### config.mk
export PLATFORM = sky130hd
export DESIGN_NAME = sd_rrarb_full
export DESIGN_NICKNAME = d
export VERILOG_FILES = /design/src/rtl/sd_rrarb_full.sv
export SDC_FILE = /design/constraint.sdc
export NUM_CORES = 1
export LEC_CHECK = 0
export ABC_CLOCK_PERIOD_IN_PS = 2200
export BUFFER_PORTS_ARGS = -buffer_cell sky130_fd_sc_hd__buf_4
export CAP_MARGIN = 30
export CORE_UTILIZATION = 50
export DETAILED_ROUTE_END_ITERATION = 8
export HOLD_SLACK_MARGIN = 0.1
export PLACE_DENSITY = 0.83
export SETUP_SLACK_MARGIN = 0.15
export SLEW_MARGIN = 20
export SYNTH_ARGS = -nofsm -noshare
export SYNTH_HDL_FRONTEND = slang
export SYNTH_SLANG_ARGS = --single-unit
### constraint.sdc
create_clock -name clk -period 2.2 [get_ports clk]
set_input_delay 0 -clock clk [delete_from_list [all_inputs] [get_ports clk]]
set_output_delay 0 -clock clk [all_outputs]
set_load 0.01 [all_outputs]
### src/rtl/sd_rrarb_full.sv
// Round-robin arbiter that merges srdy/drdy requesters into one channel through a 2-entry registered buffer.
// Optional packet lock (grant held until an eop beat transfers) is enabled by defining SD_RRARB_PKTLOCK_EN.
module sd_rrarb_full #(
  parameter int inputs = 4,
  parameter int width  = 8
) (
  input  logic                      clk,
  input  logic                      reset_n,
  input  logic [inputs-1:0]         c_srdy,
  output logic [inputs-1:0]         c_drdy,
  input  logic [inputs*width-1:0]   c_data,
  input  logic [inputs-1:0]         c_eop,
  output logic                      p_srdy,
  input  logic                      p_drdy,
  output logic [width-1:0]          p_data,
  output logic                      p_eop,
  output logic [inputs-1:0]         p_grant
);
  localparam int IW = (inputs > 1) ? $clog2(inputs) : 1;

  logic [1:0]        count;
  logic              srdy_p1;
  logic [IW-1:0]     ptr;
  logic [width-1:0]  hd_data, tl_data;
  logic              hd_eop, tl_eop;
  logic [inputs-1:0] hd_gnt, tl_gnt;

  logic [inputs-1:0] req, gnt_oh;
  logic [IW-1:0]     gnt_idx;
  logic [IW:0]       cand;
  logic              gnt_vld, space, push, pop;
  logic [width-1:0]  beat_data;
  logic              beat_eop;
  logic              load_hd_beat, load_hd_tail, load_tl;

`ifdef SD_RRARB_PKTLOCK_EN
  logic              locked;
  logic [IW-1:0]     lock_id;

  assign req = locked ? (c_srdy & ({{(inputs-1){1'b0}}, 1'b1} << lock_id)) : c_srdy;
`else
  assign req = c_srdy;
`endif

  // Search upward from ptr+1 with wrap-around; first requesting index wins.
  always_comb begin
    gnt_vld = 1'b0;
    gnt_idx = '0;
    cand    = '0;
    for (int i = 1; i <= inputs; i++) begin
      cand = {1'b0, ptr} + (IW+1)'(i);
      if (cand >= (IW+1)'(inputs))
        cand = cand - (IW+1)'(inputs);
      if (!gnt_vld && req[cand[IW-1:0]]) begin
        gnt_vld = 1'b1;
        gnt_idx = cand[IW-1:0];
      end
    end
  end

  assign gnt_oh = gnt_vld ? ({{(inputs-1){1'b0}}, 1'b1} << gnt_idx) : '0;
  assign space  = (count < 2'd2);
  assign c_drdy = (space && reset_n) ? gnt_oh : '0;
  assign push   = gnt_vld && space;
  assign pop    = srdy_p1 && p_drdy;

  always_comb begin
    beat_data = '0;
    beat_eop  = 1'b0;
    for (int i = 0; i < inputs; i++) begin
      if (gnt_oh[i]) begin
        beat_data = c_data[i*width +: width];
        beat_eop  = c_eop[i];
      end
    end
  end

  // With one entry held, a simultaneous push and pop replaces the head directly.
  assign load_hd_beat = push && ((count == 2'd0) || ((count == 2'd1) && pop));
  assign load_hd_tail = pop && (count == 2'd2);
  assign load_tl      = push && !pop && (count == 2'd1);

  // Buffer occupancy, head control fields and arbitration state.
  always_ff @(posedge clk or negedge reset_n) begin
    if (!reset_n) begin
      count   <= 2'd0;
      srdy_p1 <= 1'b0;
      hd_gnt  <= '0;
      hd_eop  <= 1'b0;
      ptr     <= IW'(inputs - 1);
`ifdef SD_RRARB_PKTLOCK_EN
      locked  <= 1'b0;
      lock_id <= '0;
`endif
    end else begin
      if (load_hd_beat) begin
        hd_gnt <= gnt_oh;
        hd_eop <= beat_eop;
      end else if (load_hd_tail) begin
        hd_gnt <= tl_gnt;
        hd_eop <= tl_eop;
      end else if (pop && (count == 2'd1)) begin
        hd_gnt <= '0;
        hd_eop <= 1'b0;
      end

      if (push && !pop)
        count <= count + 2'd1;
      else if (pop && !push)
        count <= count - 2'd1;

      if (push && !pop)
        srdy_p1 <= 1'b1;
      else if (pop && !push && (count == 2'd1))
        srdy_p1 <= 1'b0;

      if (push) begin
        ptr <= gnt_idx;
`ifdef SD_RRARB_PKTLOCK_EN
        locked  <= !beat_eop;
        lock_id <= gnt_idx;
`endif
      end
    end
  end

  // Payload storage is not reset; validity comes from count.
  always_ff @(posedge clk) begin
    if (load_hd_beat)
      hd_data <= beat_data;
    else if (load_hd_tail)
      hd_data <= tl_data;
    if (load_tl) begin
      tl_data <= beat_data;
      tl_eop  <= beat_eop;
      tl_gnt  <= gnt_oh;
    end
  end

  assign p_srdy  = srdy_p1;
  assign p_data  = hd_data;
  assign p_eop   = hd_eop;
  assign p_grant = hd_gnt;
endmodule

==> results.txt, run 1 <==
A synthesized cell averages 10.46 um2. The final layout contains 329 nets. The biggest area contributor in the post-synthesis netlist is sky130_fd_sc_hd__edfxtp_1.

The tools report the minimum setup slack after placement as 0.09708 ns. For the final database, setup skew stands at 0.005203 ns. The total negative setup slack came out at 0 ns. The cell with the largest stage delay on the worst path was sky130_fd_sc_hd__dfstp_2.

For the post-synthesis cell type count, the log shows 40. In the global route stage, overall resource usage came out at 33.92%. The number of max-cap violations is 0. The tools report the total congestion overflow after global routing as 0.

The run finished with clean final reports. For this design the total switching power over the nets is 1.398 mW. The tools report the number of sinks on the clock net as 31. Input and output buffers added on the ports amount to 60. The worst reg2reg path depth was 6.

The detailed-route vias per instance was 6.116. The core region is 3416 um2. The worst setup path is launched from a register. The first detailed-routing pass took 5 iterations. For the clock power share, the log shows 14.0%. After detailed routing, the total wire length is 6309 um. Combinational logic is responsible for 53.8% of the overall power.

The number of pins with negative max-slew slack in the final report is 0, and the remaining max-slew budget at the tightest pin is 69.79%. The class of the worst hold path was primary input to asynchronous set/reset pin. The first global-routing pass estimated 10,120 um of wire. End-of-flow core utilization: 84.07%.

The fraction of the cycle the final worst path needs is 91.66%, and the register area share after synthesis is 48.26%. Entering global routing, the biggest net connects 14 pins. The tools report the endpoint type of the worst setup path as a register. The overall die area is 3907 um2. Kind of cell adding the most delay to the critical path: flip-flops. The tools report the iteration-0 DRC count of the detailed router as 222. For the site row count, the log shows 21.

The run gives 0 as the hold violation count in the final report. In the routed design, unresolved DRC markers number 0. TritonCTS built the clock tree.

For the number of antenna violations at the first check in global routing, the log shows 0. In this run, synthesis produced a sequential element count of 31. The tools report the root buffer selected by CTS as sky130_fd_sc_hd__clkbuf_4. Yosys attributes the largest share of cell area to sky130_fd_sc_hd__edfxtp_1 34%, sky130_fd_sc_hd__dfrtp_1 11%, sky130_fd_sc_hd__a221oi_2 7.4%. The largest driver fanout on the critical path is 10, and the per-cell routed wire length is 19.23 um. Setup violations remaining at the end of the flow were counted as 0.

Dividing total power by cell area gives a power density of 1203 nW/um2. The clock transition at the registers of the reported paths works out to 0.11 ns. Static timing analysis puts the maximum clock frequency at 495.9 MHz.

The critical path is of the register to register type. The critical path data required time came out at 2.29 ns. The filler cell count is 179. The longest clock path from root to sink contains 2 buffers.

The final critical delay including setup and external delays came out at 2.016 ns. The critical path runs through a total of 6 cells. Counting the buffers created by CTS gives 5. CTS built an H-tree with a depth of 2.

The flip-flop cell with the highest count after synthesis is sky130_fd_sc_hd__edfxtp_1. The tightest hold path in the finished design has a slack of 0.1494 ns. The internal portion of the total power is 2.057 mW.

The final worst-path setup slack came out at 0.1836 ns. The area added between synthesis and finish works out to 56.87%. Via count of the first global-routing pass: 2,071.

Per report_power, the sequential group accounts for 32.2% of the total. For the clock latency on the worst-skew pair, the log shows 0.34 ns. The worst path buffer plus inverter count is 2.

Yosys mapped a number of flops with a built-in enable equal to 21. Global placement routability congestion: 0.9171. The worst path arrival time is 2.11 ns.

The top cell type's share of synthesized area was 34.45%. The critical path goes through buf_4 > o221ai_1 > nand2_1 > clkinvlp_4 > nand2_1 > o21ai_1. In the synthesized netlist, the number of instances is 175. During synthesis, Yosys emitted a total of 0 warnings. The number of antenna diodes in the final layout is 0.

The effective utilization at floorplan was 53.59%. Among the stages of the critical path, the cell type that occurs most often is sky130_fd_sc_hd__nand2_1. The synthesized netlist occupies a cell area of 1831 um2. Detailed placement ended at an HPWL of 3372 um. The run gives 61 as the number of I/O pins.

The synthesized netlist net count came out at 223. The fraction of final layout cells sized beyond drive strength 1 came out at 35.11%. For this run, the slowest stage of the critical path takes 0.64 ns. Measured along the y axis, the die boundary spans 62.51 um. Setup repair after global routing could not meet its margin everywhere.

In the synthesized netlist, the cells that appear most often are 21 x sky130_fd_sc_hd__edfxtp_1, 20 x sky130_fd_sc_hd__nor2_1, 17 x sky130_fd_sc_hd__nand2_1. For the pin with the worst max-slew slack, the measured transition is 0.4531 ns. The die width is 62.51 um.

The most common cell in the synthesized netlist is sky130_fd_sc_hd__edfxtp_1. The fraction of synthesis flops using an asynchronous set or reset pin is 32.26%. The worst-case vdd ir drop came out at 0.0008735 V. The proportion of total power due to net switching was 40.46%; the static power due to leakage was 1.205 nW. The residual antenna-violating net count after detailed routing came out at 0.

The tools report the total via count in the routed design as 2,006.
power groups by stage:
stage	combinational (mW)	clock [mW]	sequential, mW
finish	1.86	0.483	1.11
global route	1.99	0.502	1.14
CTS	1.73	0.483	1.10
detailed placement	1.65	0	1.11
global placement	1.61	0	1.10
floorplan	1.04	0	1.15
sequential cells by signal, summed over array words and instances (netlist names):
name     flops
ptr          2
p_eop        1
tl_eop       1
count        2
tl_data      8
p_grant      4
p_srdy       1
tl_gnt       4
p_data       8
worst paths after layout:
| check | from | end | slack [ns] |
|---|---|---|---|
| setup / recovery | ptr[1]$_DFFE_PN1P_ | tl_data[5]$_DFFE_PP_ | 0.18 |
| hold / removal | reset_n | ptr[0]$_DFFE_PN1P_ | 0.15 |
| setup reg to reg | ptr[1]$_DFFE_PN1P_ | tl_data[5]$_DFFE_PP_ | 0.18 |
| hold reg to reg | count[0]$_DFFE_PN0P_ | count[0]$_DFFE_PN0P_ | 0.52 |
| max in group asynchronous | reset_n | p_eop$_DFFE_PN0P_ | 1.24 |
| min in group clk | p_drdy | count[0]$_DFFE_PN0P_ | 0.16 |
cells in the final DEF (no fill, tap or decap), types with 9 or more instances in the layout:
master                          Yosys  layout
sky130_fd_sc_hd__nand2_1           17      17
sky130_fd_sc_hd__a22oi_1            9       9
sky130_fd_sc_hd__a21oi_1           10      10
sky130_fd_sc_hd__nor2_1            20      20
sky130_fd_sc_hd__edfxtp_1          21      21
sky130_fd_sc_hd__buf_4              2      67
sky130_fd_sc_hd__o31ai_1            9       9
sky130_fd_sc_hd__inv_1              9       9
sky130_fd_sc_hd__dlygate4sd3_1      0      41
worst register-to-register path: cells and delay by family (launching register included):
family                 cells  cell delay (ns)
AO/OA/AOI/OAI              2             0.23
AND/OR/NAND/NOR            2             0.44
flip-flops                 1             0.64
buffers and inverters      2             0.45
per-layer routing:
metal | routed length (um) | part of all wire (%) | vias to the layer above | global-route usage (%)
li1 | - | - | 878 | -
met1 | 2312 | 37 | 932 | 37.68
met2 | 3248 | 51 | 168 | 60.46
met3 | 517 | 8.2 | 28 | 6.752
met4 | 231 | 3.7 | 0 | 18.31
met5 | 0 | 0 | - | 0
metrics by stage:
stage,cell area [um2],instances,power (mW)
global placement,2336,279,2.717
floorplan,1831,175,2.187
finish,2872,328,3.455
detailed placement,2336,279,2.761
global route,2872,328,3.629
CTS,2839,328,3.305
cells by family (layout without fill, tap and decap cells):
logic type	count (synthesis)	in the layout	synth area share, %
XOR/XNOR	2	2	0.9571
AO/OA/AOI/OAI	68	68	30.01
adder cells (fa/ha/maj)	5	5	3.418
flip-flops	31	31	48.26
AND/OR/NAND/NOR	49	49	12.10
buffers and inverters	20	127	5.262
repair_timing:
action / CTS / global route
endpoints found under the hold margin: 30 / 0
setup buffers: 0 / 0
cloned: 0 / 0
hold buffers: 41 / 0
endpoints found under the setup margin: 8 / 25
gates resized for setup: 2 / 6
pin swaps: 0 / 1
layout make-up:
cell class	count	area, um2	share of cell area (%)
inverter	11	45.04	1.569
clock buffer	6	51.30	1.786
clock inverter	2	35.03	1.220
timing repair buffer	108	913.4	31.81
multi-input combinational	124	885.9	30.85
sequential	31	883.3	30.76
tap	46	57.56	2.004
Power figures use the tool's default switching activity.
==> run 2, diff against run 1 <==
ABC_AREA = 1   (was not set)
CORE_UTILIZATION = 52   (was 50)
PLACE_DENSITY = 0.85   (was 0.83)
==> run 2 against run 1 <==
  * The flow now finishes with violations (negative setup slack)
  * Cell count up 21%
  * Synthesized cell count up 34%
  * Worst hold slack worse by 0.015 ns
  * Via count up 28%
  * Largest cell class is now multi-input gates
  * Highest routed layer unchanged
==> results.txt, run 2 <==
Data on the critical path arrives at its endpoint at 2.62 ns. The tools report the via count of the first global-routing pass as 2,370. Max-cap violations in this run came to 0.

Clock-pin slew was measured on the worst setup and hold paths at 0.07 ns. Static timing analysis puts the maximum clock frequency at 389.9 MHz. The final reports fail on negative setup slack. For this run, the register share of the synthesized area comes to 43.61%. The launching element type of the critical path is a register. The area of the mapped netlist is 2026 um2, and the number of I/O pins is 61. In this run the biggest area consumer among cell types represents 31.13% of the synthesized area. The number of clock buffers added by TritonCTS is 5. The final critical delay including setup and external delays came out at 2.564 ns. Setup violations remaining at the end of the flow were counted as 53.

The worst setup path is captured at a register. The logs give -0.3645 ns for the final worst-path setup slack and 3689 um2 for the area inside the core boundary. Along the worst hold path, the cell count comes to 3. The tools report the DRC violation count after routing as 0.

The remaining max-slew budget at the tightest pin is 68.60%. The most common library cell in the layout ignoring fill and taps is sky130_fd_sc_hd__buf_4. Buffers placed on the I/O ports in this run total 60. The synthesis warning total was 0. Yosys instantiated no cell more often than sky130_fd_sc_hd__nand2_1. Setup repair after global routing could not meet its margin everywhere.

The worst hold path begins at c_data[24]. Measured along the y axis, the die boundary spans 64.42 um. TritonCTS built the clock tree. The first global-routing pass estimated 11,790 um of wire. The synthesized netlist net count is 283, and the synthesized area per cell is 8.620 um2. The clock latency on the worst-skew pair is 0.30 ns. By area the synthesized netlist is led by sky130_fd_sc_hd__edfxtp_1 31%, sky130_fd_sc_hd__nand2_1 12%, sky130_fd_sc_hd__dfrtp_1 9.9%. The total global routing track utilization is 38.53%. The setup path with the least slack is of type register to register.

The min-delay analysis places its worst path in the category primary input to register. Using the TritonRoute via totals, the vias-per-cell ratio works out to 6.490. The logs give -0.36 ns for the setup slack on the worst flop-to-flop path and 2,570 for the total via count in the routed design. Counting every sink on the clock net gives 31. The per-cell routed wire length was 23.99 um. The worst register-to-register path ends at p_data[1]$_DFFE_PP_. At the worst endpoint, the required time is 2.25 ns. The post-route netlist has 53.16% of its cells at a drive strength greater than 1. In the layout the commonest cells are 79 x sky130_fd_sc_hd__buf_4, 40 x sky130_fd_sc_hd__nand2_1, 32 x sky130_fd_sc_hd__nand3_1, 25 x sky130_fd_sc_hd__nand4_1, 21 x sky130_fd_sc_hd__edfxtp_1. In this run the horizontal extent of the chip is 64.42 um. The tools report the global placement routability congestion as 0.8399. For the worst flop-to-flop path, the logic depth is 13. The flow ran to the end, but the final reports show violations. Synthesis handed over a netlist of 235 instances. The run gives 0 as the hold violation count in the final report.

After the last flow step, the layout net total stands at 395. Number of pins with negative max-slew slack in the final report: 0. The tools report the worst-case clock skew as 0.008206 ns. The filler cell count was 126; the residual antenna-violating net count after detailed routing was 0.

The largest driver fanout on the critical path is 6, and the number of storage elements in the synthesis netlist is 31. The startpoint identified for the worst register-to-register timing path is ptr[0]$_DFFE_PN1P_. Yosys mapped a number of flops with a built-in enable equal to 21. The repair_antennas step left the layout with diodes totalling 0. The worst-case clock buffer depth is 2, and the aggregate routed wire length is 9499 um. The area growth from synthesis to layout is 68.68%.

In the finished design, the share of the clock period the worst path needs comes to 116.6%. The transition time at the pin with the least slew margin came out at 0.4699 ns. By count the netlist is led by 63 x sky130_fd_sc_hd__nand2_1, 40 x sky130_fd_sc_hd__nand3_1, 25 x sky130_fd_sc_hd__nand4_1.

Hold path endpoint: tl_data[0]$_DFFE_PP_. The die covers 4149 um2. The sum of net half-perimeters after detailed placement came out at 3855 um. The number of iterations in the first detailed-routing pass was 6; the number of antenna violations at the first check in global routing was 0. The total congestion overflow after global routing came out at 0.

The maximum level of the CTS H-tree is 2. The synthesized netlist contains 32 unique library cells. Cell taking the most area after synthesis: sky130_fd_sc_hd__edfxtp_1. Row generation in the floorplan step produced 22 rows. For this run, the leading register cell type out of synthesis is sky130_fd_sc_hd__edfxtp_1. The maximum number of pins on one net before global-route repair came out at 20. The root buffer selected by CTS is sky130_fd_sc_hd__clkbuf_8. The iteration-0 DRC count of the detailed router is 418. Fraction of synthesis flops using an asynchronous set or reset pin: 32.26%. At the end of the flow the core is filled with cells to 92.64%. For this configuration, the core starts out at a cell density of 54.92%.
run 2: how the worst max path moves through the flow:
stage	startpoint	endpoint	slack, ns
2_1_floorplan	ptr[0]$_DFFE_PN1P_	p_data[0]$_DFFE_PP_	0.13
3_3_place_gp	ptr[0]$_DFFE_PN1P_	p_data[7]$_DFFE_PP_	-0.22
3_5_place_dp	ptr[0]$_DFFE_PN1P_	p_data[7]$_DFFE_PP_	-0.29
4_1_cts	ptr[0]$_DFFE_PN1P_	c_drdy[0]	-0.08
5_1_grt	ptr[0]$_DFFE_PN1P_	p_data[1]$_DFFE_PP_	-0.41
6_report	ptr[0]$_DFFE_PN1P_	p_data[1]$_DFFE_PP_	-0.36
run 2: through the flow:
step	setup TNS (ns)	area (um2)	instances	hold slack (ns)	worst slack, ns
floorplan	0	2083	235	-0.2956	0.1269
global placement	-2.702	2600	344	-0.1572	-0.2237
detailed placement	-4.534	2600	344	-0.1588	-0.2867
CTS	-0.7946	3173	387	0.1005	-0.07600
global route	-11.80	3417	396	0.1447	-0.4138
finish	-8.699	3417	396	0.1341	-0.3645
run 2: cells by family after synthesis:
kind of cell	after synthesis	share of synthesized area (%)
xor gates and xnor gates	2	0.8649
AOI/OAI and AO/OA	7	2.038
DFF	31	43.61
buffers and inverters	29	8.833
and+or+nand+nor	161	41.57
adders and majority gates	5	3.088
run 2: what timing repair did:
action                                  4_1_cts  5_1_grt
buffers inserted                             16        8
pin swaps                                    16       22
endpoints found under the setup margin       54       56
gates resized for setup                      44       43
cloned                                        2        1
hold endpoints to repair                     15        0
hold buffers                                 17        0
run 2: layer usage:
layer  vias to the layer above  global-route usage, %  routed length (um)
met5                         -                      0                   0
li1                       1047                      -                   -
met3                        82                  8.627                 995
met2                       249                  66.97                4555
met4                         0                  20.56                 740
met1                      1192                  43.76                3207
run 2: worst max-delay path, cell delays in order, from the launching register on:
cell and delay [ns]:
sky130_fd_sc_hd__dfstp_2 0.55, sky130_fd_sc_hd__buf_4 0.15, sky130_fd_sc_hd__nand2_1 0.09, sky130_fd_sc_hd__nand2_4 0.11, sky130_fd_sc_hd__nand2_4 0.07, sky130_fd_sc_hd__buf_4 0.13, sky130_fd_sc_hd__nand4_1 0.15, sky130_fd_sc_hd__nand2_1 0.06
sky130_fd_sc_hd__nand3b_1 0.22, sky130_fd_sc_hd__buf_4 0.21, sky130_fd_sc_hd__nand3_1 0.09, sky130_fd_sc_hd__nand4_1 0.25, sky130_fd_sc_hd__nand2_2 0.17, sky130_fd_sc_hd__nand2_2 0.06
run 2: final cells by class:
class | instances | area, um2 | share of cell area [%]
Inverter | 15 | 82.58 | 2.417
Multi-Input combinational cell | 177 | 1274 | 37.28
Clock buffer | 6 | 72.57 | 2.124
Sequential cell | 31 | 883.3 | 25.85
Clock inverter | 2 | 8.758 | 0.2563
Tap cell | 48 | 60.06 | 1.758
Timing Repair Buffer | 117 | 1036 | 30.32
Power of run 2 is left out: the tool's default activity adds up to more than one toggle a clock period on the data nets, which glitch-free logic cannot reach.
==> run 3, diff against run 2 <==
--- a/config.mk
+++ b/config.mk
@@ -12,4 +12,5 @@
 export CORE_UTILIZATION = 52
 export DETAILED_ROUTE_END_ITERATION = 8
+export GPL_ROUTABILITY_DRIVEN = 0
 export HOLD_SLACK_MARGIN = 0.1
 export PLACE_DENSITY = 0.85
==> constraint.sdc (replaced) <==
create_clock -name clk -period 2.2 [get_ports clk]
set_input_delay 0 -clock clk [delete_from_list [all_inputs] [get_ports clk]]
set_output_delay 0 -clock clk [all_outputs]
set_load 0.005 [all_outputs]
==> run 3 against run 2 <==
  * The flow now stops in global routing (5_1_grt)
  * Synthesized cell count is the same
  * Synthesized area is the same
==> results.txt, run 3 <==
The site row count came out at 22. Counting instances in the post-synthesis netlist gives the leading cell types as 63 x sky130_fd_sc_hd__nand2_1, 40 x sky130_fd_sc_hd__nand3_1, 25 x sky130_fd_sc_hd__nand4_1. Synthesis instantiated 32 different standard cells from the library. The top cell type's share of synthesized area works out to 31.13%. Worst-path endpoint category: a register data pin.

Of the synthesized area, sequential elements account for 43.61%. The run gives 2 as the worst-case clock buffer depth. Sum of net half-perimeters after detailed placement: 3855 um.

The synthesized netlist cell count was 235; the number of sinks on the clock net was 31. For this run, asynchronously set or reset flops after synthesis account for 32.26%. The most common cell in the synthesized netlist is sky130_fd_sc_hd__nand2_1. Ranked by total cell area, the synthesized netlist is headed by sky130_fd_sc_hd__edfxtp_1 31%, sky130_fd_sc_hd__nand2_1 12%, sky130_fd_sc_hd__dfrtp_1 9.9%. In this run the cell area of the synthesized design comes to 2026 um2. The tools report the effective utilization at floorplan as 54.92%. In this run, synthesis inferred 21 flip-flops with an integrated enable. Root buffer selected by CTS: sky130_fd_sc_hd__clkbuf_8. The maximum number of pins on one net before global-route repair was 17; the die width was 64.42 um.

The flow did not finish. Once global-route timing repair stopped, the endpoint with the least setup slack was p_data[1]$_DFFE_PP_/D. Flip-flop cell with the highest count after synthesis: sky130_fd_sc_hd__edfxtp_1. The tools report the last flow stage reached as global routing (5_1_grt).

The count of buffers added on input and output ports is 60. The synthesized area per cell came out at 8.620 um2. The number of I/O pins came out at 61. The clock tree synthesis step divided the H-tree into 2 levels. For the number of buffers added by the clock tree synthesis step, the log shows 5. The overall die height is 64.42 um. For this run, the number of Yosys warnings is 0. Counting flops and latches in the post-synthesis netlist gives 31. Counting every net in the synthesized netlist gives 283. The synthesized design spends more area on one cell type than any other, namely sky130_fd_sc_hd__edfxtp_1.

The area of placed instances is 2600 um2. The first error in the log reads "[ERROR DPL-0033] detailed placement checks failed during check placement". For the number of antenna violations at the first check in global routing, the log shows 0.
## run 3: cell counts after synthesis
No cell type changed its count.
## run 3: stage by stage
step / instances / setup slack, ns / setup TNS (ns)
after CTS: 391 / -0.05241 / -0.7577
after detailed placement: 344 / -0.2867 / -4.512
after global placement: 344 / -0.2237 / -2.679
after floorplan: 235 / 0.1269 / 0
## run 3: cells by family after synthesis
family | share of synthesized area (%)
adder cells (fa/ha/maj) | 3.088
AO/OA/AOI/OAI | 2.038
XOR/XNOR | 0.8649
AND/OR/NAND/NOR | 41.57
flip-flops | 43.61
buffers and inverters | 8.833
## run 3: repair_timing
item | in CTS
gates cloned | 3
resized for setup | 35
endpoints found under the setup margin | 54
buffers inserted | 20
hold buffers | 16
pin swaps | 15
endpoints found under the hold margin | 15
==> run 4, diff against run 3 <==
CORE_UTILIZATION = 40   (was 52)
HOLD_SLACK_MARGIN = not set   (was 0.1)
PLACE_DENSITY = not set   (was 0.85)
PLACE_DENSITY_LB_ADDON = 0.15   (was not set)
SETUP_SLACK_MARGIN = not set   (was 0.15)
==> run 4 against run 3 <==
  * The flow now finishes, with violations (negative setup slack)
==> results.txt, run 4 (synthesized netlist as in run 2, its figures left out) <==
The total congestion overflow after global routing is 0. The logs give 0 for the number of pins with negative max-slew slack in the final report and 70.37% for the remaining max-slew budget at the tightest pin. The die width is 73.17 um, and the maximum number of pins on one net before global-route repair is 21. Compared with the post-synthesis result, the final layout area differs by 48.49%. Clock tree synthesis selected as its root buffer the cell sky130_fd_sc_hd__clkbuf_8.

Cells fill 62.85% of the core in the end. Broken down by cell family, the worst path's largest delay share belongs to simple AND/OR/NAND/NOR gates. The floorplan has 25 rows. Of the available clock period, the critical path in the final layout requires 103.6%.

The area inside the core boundary came out at 4786 um2. The analysis attributes to cell leakage a power of 1.369 nW. Most common library cell in the layout ignoring fill and taps: sky130_fd_sc_hd__buf_4. Dividing the detail-routed via count by the number of cells gives 4.947.

Global routing consumed, over all layers together, 17.63% of the routing resources. The DRC violation count after routing is 0. In the final timing run, aggregate negative setup slack is -0.6398 ns.

Counting both buffers and inverters, the worst setup path holds a total of 4. The effective utilization at floorplan is 42.33%, and the largest driver fanout on the critical path is 7. The logs give 2 for the worst-case clock buffer depth and 362 for the number of instances in the placed design. Final worst-path setup slack: -0.07865 ns. Traced cell by cell, the critical path runs through buf_12 > inv_6 > nand2_2 > nand2_4 > nand2_4 > nand2_4 > nor2_4 > nand2_2 > or2_4 > nand2_4 > inv_4 > nand2_8 > clkinvlp_4 > nand2_1 > nand2_1.

Type of the setup path with the least slack: register to register. The top cell types in the final layout, fill and taps aside, are 71 x sky130_fd_sc_hd__buf_4, 56 x sky130_fd_sc_hd__nand2_1, 40 x sky130_fd_sc_hd__nand3_1, 25 x sky130_fd_sc_hd__nand4_1, 21 x sky130_fd_sc_hd__edfxtp_1. After filler insertion, the fill cell instance count of the layout stands at 419. The worst-case clock skew was 0.006155 ns; the number of buffers added by the clock tree synthesis step was 5.

The area of placed instances came out at 2615 um2. The global-route wire length before repair came out at 7176 um. For the clock latency on the worst-skew pair, the log shows 0.28 ns. Most repeated library cell on the critical path: sky130_fd_sc_hd__nand2_4. After the last flow step, the layout net total stands at 360. Of the cells placed in the final design, the portion with a size suffix greater than 1 is 44.09%. The flow ran to the end, but the final reports show violations.

The final layout contains routed wiring with a total length of 4657 um. The clock transition at the registers of the reported paths is 0.06 ns, and the overall die height is 73.17 um. CTS saw 31 sinks.

The checks that failed: negative setup slack. Setup repair after global routing could not meet its margin everywhere. The slowest stage of the critical path belongs to the cell sky130_fd_sc_hd__dfstp_2.

For the number of iterations in the first detailed-routing pass, the log shows 6. Port buffering added 60 buffers. The worst path arrival time was 2.31 ns. The sum of net half-perimeters after detailed placement was 3402 um.

STA classifies the critical path startpoint as a register. Class of the worst hold path: primary input to asynchronous set/reset pin. Across the run, the number of max-cap violations was 0. The finished layout holds 380 standard cells, fillers aside. The transition time at the pin with the least slew margin is 0.4434 ns, and the total power density per cell area is 1901 nW/um2.

After detailed routing, the average wire length per cell comes to 12.26 um. The run gives 3008 um2 as the final cell area excluding filler cells. The run gives 0 as the number of antenna violations at the first check in global routing. The final route contains 1,880 vias. For this run, the slowest stage of the critical path takes 0.56 ns. TritonCTS built the clock tree.

STA puts the critical path data required time at 2.23 ns. The upper clock frequency limit was 438.9 MHz; the via count of the first global-routing pass was 1,539. The run gives 0.001168 V as the worst-case vdd ir drop. The total power draw came out at 5.718 mW.

The die covers 5353 um2. In this run the count of I/O pins placed on the die edge is 61. For the finished layout, the period the worst path requires is 2.279 ns. The maximum level of the CTS H-tree is 2, and the hold violation count in the final report is 0. The worst setup path is captured at a register. The logs give 0 for the residual antenna-violating net count after detailed routing and 11 for the setup violation total in the final timing report. The iteration-0 DRC count of the detailed router is 52. Before CTS, the worst setup slack after placement is -0.04490 ns. The number of antenna diodes in the final layout is 0. Across all hold checks on the routed design, the worst slack comes to 0.08504 ns.
-- run 4: worst paths after layout --
kind / start / to / slack, ns / cells after the start
setup / recovery: ptr[0]$_DFFE_PN1P_ / p_data[7]$_DFFE_PP_ / -0.08 / 15
hold / removal: reset_n / count[0]$_DFFE_PN0P_ / 0.09 / 2
setup reg to reg: ptr[0]$_DFFE_PN1P_ / p_data[7]$_DFFE_PP_ / -0.08 / 15
hold reg to reg: tl_gnt[0]$_DFFE_PP_ / p_grant[0]$_DFFE_PN0P_ / 0.50 / 2
max in group asynchronous: reset_n / ptr[1]$_DFFE_PN1P_ / 1.89 / 2
min in group clk: c_data[19] / tl_data[3]$_DFFE_PP_ / 0.10 / 3
-- run 4: area by class of cell --
cell class / count / area (um2) / area share (%)
multi-input combinational: 175 / 1104 / 36.69
sequential: 31 / 883.3 / 29.37
timing repair buffer: 83 / 755.7 / 25.12
tap: 67 / 83.83 / 2.787
clock buffer: 6 / 82.58 / 2.745
inverter: 15 / 80.08 / 2.662
clock inverter: 2 / 11.26 / 0.3744
timing repair inverter: 1 / 7.507 / 0.2496
-- run 4: repair_timing --
action / CTS / global route
hold endpoints to repair: 10 / 0
gates cloned: 0 / 3
gates resized for setup: 8 / 34
setup endpoints to repair: 28 / 52
buffers inserted: 4 / 2
pin swaps: 4 / 7
hold buffers: 1 / 0
-- run 4: report_power, final --
part	leakage [nW]	internal, mW	switching, mW
registers	0.316	1.08	0.104
logic	1.01	1.82	2.27
clock network	0.0449	0.249	0.197
total	1.37	3.14	2.57
-- run 4: routing by layer --
metal  share of wire (%)  vias up  track usage, %  wire (um)
met2                  51       42           27.67       2368
met4                 1.6        0           7.190         74
li1                    -      968               -          -
met1                  44      864           23.76       2056
met3                 3.4        6           3.453        158
met5                   0        -               0          0
